===== src/rtl/ws_generator_pkg.sv =====
// Shared I2S definitions: operating parameters, channel state encodings,
// word sizes and the word-select level helper used by the master WS source.
package ws_generator_pkg;

    typedef enum logic [1:0] {MT, MR, ST, SR} mode_t;

    typedef enum logic [1:0] {I2S, LJ, RJ, PCM} standard_t;

    typedef enum logic {f16bits, f32bits} frame_size_t;

    // Externally visible channel state
    typedef enum logic [1:0] {IDLE, L, R} ws_state_t;

    // Word channel selector for ws_level()
    typedef enum logic {CH_L, CH_R} chan_t;

    // Internal generator FSM; S_GAP is the mono filler word, reported as IDLE
    typedef enum logic [1:0] {S_IDLE, S_L, S_R, S_GAP} gen_state_t;

    typedef struct packed {
        mode_t       mode;
        standard_t   standard;
        frame_size_t frame_size;
        logic        stereo;
        logic        stop;
    } OP_t;

    localparam int unsigned N16 = 16;
    localparam int unsigned N32 = 32;

    // I2S drives L=0/R=1; every other standard drives L=1/R=0.
    // The idle level is always the R level.
    function automatic logic ws_level(input standard_t std, input chan_t ch);
        if (std == I2S)
            return (ch == CH_R);
        else
            return (ch == CH_L);
    endfunction

endpackage


===== src/rtl/ws_generator.sv =====
// Master-mode word-select generator. Produces ws from the bit clock and
// publishes channel state, slot index and word/frame strobes. All logic
// runs on the falling edge of clk.
module ws_generator
    import ws_generator_pkg::*;
#(
    parameter int unsigned CNT_W = 5
)(
    input  logic             clk,
    input  logic             rst_,
    input  OP_t              OP,
    input  logic             en,
    output logic             ws,
    output ws_state_t        state,
    output logic [CNT_W-1:0] bit_cnt,
    output logic             word_start,
    output logic             frame_done
);

    gen_state_t       r_fsm;
    ws_state_t        r_state;
    logic             r_ws;
    logic [CNT_W-1:0] r_cnt;
    logic             r_word_start;
    logic             r_frame_done;

    // Frame configuration captured at frame start
    standard_t        r_std;
    logic             r_is32;
    logic             r_stereo;

    logic             w_master;
    logic             w_go;
    logic             w_idle_now;
    logic [CNT_W-1:0] w_last;
    logic [CNT_W-1:0] w_pen;
    logic             w_word_end;
    logic             w_frame_end;

    assign w_master    = (OP.mode == MT) || (OP.mode == MR);
    assign w_go        = w_master && en && !OP.stop;
    assign w_idle_now  = ws_level(OP.standard, CH_R);
    assign w_last      = r_is32 ? CNT_W'(N32 - 1) : CNT_W'(N16 - 1);
    assign w_pen       = w_last - 1'b1;
    assign w_word_end  = (r_fsm == S_L) && (r_cnt == w_last);
    // Both the stereo R word and the mono gap close the frame on their last slot
    assign w_frame_end = ((r_fsm == S_R) || (r_fsm == S_GAP)) && (r_cnt == w_last);

    // Single FSM: word sequencing, slot counter and registered outputs
    always_ff @(negedge clk) begin
        if (rst_) begin
            r_fsm        <= S_IDLE;
            r_state      <= IDLE;
            r_ws         <= w_idle_now;
            r_cnt        <= '0;
            r_word_start <= 1'b0;
            r_frame_done <= 1'b0;
            r_std        <= OP.standard;
            r_is32       <= 1'b0;
            r_stereo     <= 1'b0;
        end else begin
            r_word_start <= 1'b0;
            r_frame_done <= 1'b0;
            if (!w_master && (r_fsm != S_IDLE)) begin
                // Leaving master mode aborts the frame without a frame_done
                r_fsm   <= S_IDLE;
                r_state <= IDLE;
                r_ws    <= w_idle_now;
                r_cnt   <= '0;
            end else if ((r_fsm == S_IDLE) || w_frame_end) begin
                if (w_go) begin
                    r_std        <= OP.standard;
                    r_is32       <= (OP.frame_size == f32bits);
                    r_stereo     <= OP.stereo;
                    r_fsm        <= S_L;
                    r_state      <= L;
                    r_ws         <= ws_level(OP.standard, CH_L);
                    r_cnt        <= '0;
                    r_word_start <= 1'b1;
                end else begin
                    r_fsm   <= S_IDLE;
                    r_state <= IDLE;
                    r_ws    <= w_idle_now;
                    r_cnt   <= '0;
                end
            end else if (w_word_end) begin
                r_cnt <= '0;
                r_ws  <= ws_level(r_std, CH_R);
                if (r_stereo) begin
                    r_fsm        <= S_R;
                    r_state      <= R;
                    r_word_start <= 1'b1;
                end else begin
                    // Mono: an N-slot gap at the idle level lets a slave see L->IDLE
                    r_fsm   <= S_GAP;
                    r_state <= IDLE;
                end
            end else begin
                r_cnt        <= r_cnt + 1'b1;
                // Registered strobe: raised on the edge that enters the last frame slot
                r_frame_done <= ((r_fsm == S_R) || (r_fsm == S_GAP)) && (r_cnt == w_pen);
            end
        end
    end

    assign ws         = r_ws;
    assign state      = r_state;
    assign bit_cnt    = r_cnt;
    assign word_start = r_word_start;
    assign frame_done = r_frame_done;

endmodule


===== config.mk =====
export PLATFORM = sky130hd
export DESIGN_NAME = ws_generator
export DESIGN_NICKNAME = d
export VERILOG_FILES = /design/src/rtl/ws_generator_pkg.sv /design/src/rtl/ws_generator.sv
export SDC_FILE = /design/constraint.sdc
export NUM_CORES = 1
export LEC_CHECK = 0
export CORE_MARGIN = 4
export CORE_UTILIZATION = 46
export DETAILED_ROUTE_END_ITERATION = 10
export GPL_TIMING_DRIVEN = 0
export PLACE_DENSITY = 0.83
export SKIP_CTS_REPAIR_TIMING = 1
export SLEW_MARGIN = 20
export SYNTH_ARGS = -nofsm -noshare
export SYNTH_HDL_FRONTEND = slang
export SYNTH_SLANG_ARGS = --single-unit

===== constraint.sdc =====
create_clock -name clk -period 1.85 [get_ports clk]
set_input_delay 0.555 -clock clk [delete_from_list [all_inputs] [get_ports clk]]
set_output_delay 0.555 -clock clk [all_outputs]
set_load 0.05 [all_outputs]

# Yosys cells after proc, flatten, opt, wreduce, memory -nomap -nowiden
# Index checks and enable logic that the tools add are counted.
# classes
shifts	0
mux	24
n_eq_ne	7
n_addsub	2
bitwise	1
multipliers	0
n_reduce_logical	24
n_div	0
order_cmp	0
# ops
op	count
two-way mux 2 bit	9
two-way mux 1 bit	14
== test 5 bit	2
logical NOT 2 bit	4
nonzero test 2 bit	4
logical AND 1 bit	6
AND reduction 3 bit	2
adder 5 x 1 -> 5 bit (second input constant)	1
two-way mux 5 bit	1
subtractor 5 x 1 -> 5 bit (second input constant)	1
== test 2 x 1 -> 1 bit (second input constant)	2
== test 2 bit (second input constant)	2
nonzero test 4 bit	1
OR reduction 4 bit	1
logical OR 1 bit	3
logical NOT 1 bit	2
inequality test 2 bit (second input constant)	1
OR reduction 2 bit	1
NOT 1 bit	1
# word_totals
mem_bits_rw	0
reg_bits	16
mem_bits_ro	0
memories	0
latchBits	0
output_inout_bits	10
in_bits	10

# Longest topological paths before layout
# Gate-level depths: netlist of the first run.
# depth
word_depth	8
depth_mapped	6
mapped_depth_nobuf	5

==> results.md, run 1 <==
* Core Box Area at 1559 µm²
* I/O pin count at 20
* Worst skew pair latency at 0.37 ns
* Drt initial violations at 24
* Die Y-Extent at 49.53 µm
* First-pass GRT wire length at 2.960 mm
* HP Class: flop to flop
* Clock transition at path regs at 0.04 ns
* Status: finished with violations
* GRT overflow at 0
* Sink Count at 16
* Cts bufs inserted at 3
* Commonest non-fill, non-tap cell in the layout: inv_1
* Cells after synthesis at 81
* Post-route ant nets at 0
* Hold Violations, Final at 0
* Crit end category: output pin
* Htree depth at 1
* Synth Register Bits at 16
* Crit start category: flop
* CP Cell Sequence: buf_6
* DRC viols at 0
* Largest net degree at the start of global routing at 11
* RD Place Congestion at 0.7481
* Antenna cell count at 0
* Clock Skew at 0.02409 ns
* Port bufs at 18
* Gr usage total at 0.1534
* Max Cap Viol at 0
* Netlist cell types at 37
* Synth-to-Final Area Change at 64.04%
* Final slew viol count at 0
* 1st-pass router iterations at 4
* Synth top area share at 0.3281
* Antenna violations before repair at 0
* Layout cell share with drive strength beyond 1 at 0.4729
* Final net count at 142
* Root Driver: clkbuf_4
* PwrDens at 652.2 nW/µm²
* Commonest cells after routing, fill and taps aside: 18 x inv_1, 11 x buf_4, 10 x buf_8
* Clk buf depth at 2
* Total negative slack at -7.300 ns
* # fillers at 89
* Syn Area/Cell at 9.793 µm²
* Bufs and invs on worst path at 1
* WL/cell at 15.92 µm
* Die area at 2453 µm²
* Failing checks: negative setup slack
* Crit path max-delay cell type: edfxtp_1
* Worst vdd ir at 0.0006144 V
* YS warnings at 0
* Area contributors post-synth: dfxtp_1 33%, edfxtp_1 11%, nor2_1 4.3%
* Die Wd at 49.53 µm
* Via/cell ratio at 5.600
* Total number of vias at 812
* Arr. time, crit path at 1.81 ns
* Core Util, Final at 0.8347
* Syn nets at 93
* RSZ-0062 raised after global routing: yes
* Critical path's top delay family: flip-flops
* Final wirelength at 2.309 mm
* CP max FO at 1
* HPWL after detailed placement at 1.223 mm
* Setup-failing EPs final at 18
* Slew headroom at 0.7669
* Starting Density at 0.5088
* Largest area contributor in the netlist: dfxtp_1
* Vias in the first global route at 706
* Hold_ws at 0.5143 ns
* TritonCTS clock tree: yes
* Leakage at 0.5756 nW
* Worst setup path class: flop to output pin
* Critical path required time at 1.29 ns
* Register area share after synthesis at 0.4416
* Cell Area, Synth at 793.3 µm²
* Dpl ws at -1.306 ns
* Slowest Stage Delay on Critical Path at 0.37 ns
* Row count at 14
* Slew @ Worst Pin at 0.3479 ns
* Worst setup margin at -0.5163 ns
[cells in the mapped netlist, drive strengths merged]
library cell and instances:
a21o 1, a21oi 5, a221oi 2, a31oi 2, and3 2, and4 1, buf 3, dfxtp 13
edfxtp 3, ha 2, inv 3, mux2i 1, nand2 7, nand3 5, nand4 2, nand4b 1
nor2 10, nor3 2, nor3b 1, nor4 1, o21a 2, o21ai 4, o31a 1, or2 1
or3 1, or3b 1, xnor2 3, xor2 1
[layer usage]
layer | track usage | vias to the layer above | part of all wire
li1 | - | 390 | -
met1 | 0.1801 | 379 | 0.39
met2 | 0.2203 | 37 | 0.52
met3 | 0.07831 | 6 | 0.076
met4 | 0.09217 | 0 | 0.015
met5 | 0 | - | 0
[cell families (layout without fill, tap and decap cells)]
logic type	count (synthesis)	after routing	share of synthesized area
and+or+nand+nor	35	35	0.2571
buffers and inverters	6	54	0.04416
adders and majority gates	2	2	0.03154
DFF	16	16	0.4416
xor gates and xnor gates	4	4	0.05364
AOI/OAI and AO/OA	17	17	0.1593
muxes	1	1	0.01262
[stage by stage]
| step | cell area, µm² | instances | power [W] |
|---|---|---|---|
| final | 1301 | 145 | 0.0008486 |
| after global routing | 1301 | 145 | 0.0009323 |
| after CTS | 1136 | 134 | 0.0008337 |
| after detailed placement | 1052 | 115 | 0.0005554 |
| after global placement | 1052 | 115 | 0.0005537 |
| after floorplan | 852.1 | 81 | 0.0005085 |
[state kept, by name (all words and copies together), names as in the netlist]
| name | count |
|---|---|
| r_fsm | 2 |
| word_start | 1 |
| frame_done | 1 |
| r_is32 | 1 |
| ws | 1 |
| bit_cnt | 5 |
| state | 2 |
| r_std | 2 |
| r_stereo | 1 |
[cell type report]
type / instances / area, µm² / area share
Timing Repair Buffer: 29 / 335.3 / 0.2577
Sequential cell: 16 / 384.1 / 0.2952
Tap cell: 16 / 20.02 / 0.01538
Clock buffer: 3 / 22.52 / 0.01731
Multi-Input combinational cell: 59 / 442.9 / 0.3404
Buffer: 3 / 23.77 / 0.01827
Inverter: 2 / 7.507 / 0.005769
Clock inverter: 17 / 65.06 / 0.05000
[report_power, final]
part / switching, W / leakage (nW) / internal (W) / total, W
Clock: 0.000209 / 0.0991 / 0.000124 / 0.000332
Sequential: 0.00000642 / 0.144 / 0.000360 / 0.000367
Combinational: 0.0000803 / 0.333 / 0.0000692 / 0.000149
[final timing paths]
path                            cells after the start       end  startpoint  slack (ns)
worst max register to register                      6  r_std[1]  bit_cnt[0]           0
worst max-delay path                                1        ws          ws       -0.52
worst min-delay path                                2  r_stereo    r_stereo        0.51
worst min register to register                      2  r_stereo    r_stereo        0.51
Power figures use the tool's default switching activity.
==> inputs of run 2 (changes only) <==
--- a/config.mk
+++ b/config.mk
@@ -6,10 +6,10 @@
 export NUM_CORES = 1
 export LEC_CHECK = 0
 export CORE_MARGIN = 4
-export CORE_UTILIZATION = 46
+export CORE_UTILIZATION = 42
 export DETAILED_ROUTE_END_ITERATION = 10
 export GPL_TIMING_DRIVEN = 0
-export PLACE_DENSITY = 0.83
+export PLACE_DENSITY = 0.8
 export SKIP_CTS_REPAIR_TIMING = 1
 export SLEW_MARGIN = 20
 export SYNTH_ARGS = -nofsm -noshare
==> constraint.sdc (replaced) <==
create_clock -name clk -period 2 [get_ports clk]
set_input_delay 0.6 -clock clk [delete_from_list [all_inputs] [get_ports clk]]
set_output_delay 0.6 -clock clk [all_outputs]
set_load 0.05 [all_outputs]
==> results.md, run 2 (synthesized netlist as in run 1, its figures left out) <==
* Post-route ant nets at 0
* Antenna cell count at 0
* First-pass GRT wire length at 2.932 mm
* # placed instances at 124
* Final wirelength at 2.050 mm
* Pint at 0.0005127 W
* Slew headroom at 0.7614
* Drt initial violations at 29
* DRC viols at 0
* Max Cap Viol at 0
* Worst skew pair latency at 0.36 ns
* Critical path required time at 1.40 ns
* Sequential power share at 0.438
* Reg-to-Reg Start: bit_cnt[0]
* Hold Violations, Final at 0
* Layout cell share with drive strength beyond 1 at 0.5000
* Min-delay src: bit_cnt[0]
* HPWL after detailed placement at 1.203 mm
* Critical path's top delay family: flip-flops
* Final net count at 142
* Sw Ratio at 0.3390
* Failing checks: negative setup slack
* Die Wd at 51.46 µm
* Crit end category: output pin
* Via/cell ratio at 5.131
* Row count at 15
* TritonCTS clock tree: yes
* Slew @ Worst Pin at 0.3561 ns
* Leakage at 0.5783 nW
* Reg area at 384.1 µm²
* Htree depth at 1
* Vias in the first global route at 696
* Finished Layout Cells at 153
* I/O pin count at 20
* WL/cell at 13.40 µm
* Port bufs at 18
* Worst setup margin at -0.4709 ns
* Die area at 2648 µm²
* Combinational share of power at 0.186
* Critical Path Source: ws
* Gr usage total at 0.1506
* Synth-to-Final Area Change at 66.40%
* Total number of vias at 785
* 1st-pass router iterations at 4
* Core Util, Final at 0.7482
* Commonest non-fill, non-tap cell in the layout: inv_1
* Final instance area at 1320 µm²
* Die Y-Extent at 51.46 µm
* Bufs and invs on worst path at 1
* Largest net degree at the start of global routing at 11
* Clock power frac at 0.376
* Worst vdd ir at 0.0004279 V
* Cts bufs inserted at 3
* Net switching power at 0.0002629 W
* Crit start category: flop
* Max FFs per register at 5
* Starting Density at 0.4496
* RSZ-0062 raised after global routing: yes
* Multi-input combinational cell area at 457.9 µm²
* Clock transition at path regs at 0.03 ns
* Worst setup path class: flop to output pin
* Clock Skew at 0.01996 ns
* GRT overflow at 0
* Commonest cells after routing, fill and taps aside: 18 x inv_1, 10 x buf_4, 10 x buf_8
* Dpl ws at -1.281 ns
* Crit path max-delay cell type: edfxtp_1
* Core Box Area at 1764 µm²
* Status: finished with violations
* Sink Count at 16
* Clk buf depth at 2
* CP max FO at 1
* HP Class: flop to flop
* Setup-failing EPs final at 19
* Antenna violations before repair at 0
* CP Cell Sequence: buf_6
* Slowest Stage Delay on Critical Path at 0.37 ns
* # fillers at 132
* RD Place Congestion at 0.7450
* Post-DP Area at 1064 µm²
* PwrDens at 587.5 nW/µm²
* Final slew viol count at 0
* Arr. time, crit path at 1.87 ns
* Root Driver: clkbuf_4
-- run 2: cell types whose count changed in the layout (fill, tap and decap cells not counted), sizes merged --
cell	before	now
clkinvlp	1	0
buf	28	27
clkbuf	3	4
-- run 2: worst paths after layout --
path              slack, ns  depth (start not counted)         end
setup reg to reg       0.14                          6    r_std[0]
hold reg to reg        0.44                          1  bit_cnt[0]
setup / recovery      -0.47                          1          ws
hold / removal         0.44                          1  bit_cnt[0]
-- run 2: power groups by stage --
| stage | Combinational (W) | Sequential [W] | Clock [W] |
|---|---|---|---|
| 3_5_place_dp | 0.000119 | 0.000343 | 0.0000515 |
| 3_3_place_gp | 0.000118 | 0.000343 | 0.0000515 |
| 6_report | 0.000145 | 0.000340 | 0.000291 |
| 2_1_floorplan | 0.0000562 | 0.000363 | 0.0000515 |
| 5_1_grt | 0.000153 | 0.000340 | 0.000352 |
| 4_1_cts | 0.000119 | 0.000338 | 0.000297 |
-- run 2: metal layers --
metal,track usage,share of wire,up-vias
li1,-,-,387
met1,0.1661,0.45,364
met2,0.2288,0.46,29
met3,0.05831,0.063,5
met4,0.1179,0.022,0
met5,0,0,-
-- run 2: cell type report --
type                    instances  area share
multi-input cells              59      0.3469
flip-flops and latches         16      0.2910
repair buffers                 29      0.2521
clock inverters                16     0.04550
well taps                      25     0.02370
plain buffers                   3     0.01801
clock buffers                   3     0.01706
inverters                       2    0.005687
-- run 2: through the flow --
stage,power (W),hold slack (ns),setup TNS (ns)
2_1_floorplan,0.0004703,0.4544,-4.053
3_3_place_gp,0.0005123,0.4257,-23.59
3_5_place_dp,0.0005136,0.4366,-23.84
4_1_cts,0.0007545,0.4413,-20.79
5_1_grt,0.0008448,0.4501,-7.561
6_report,0.0007755,0.4366,-7.015
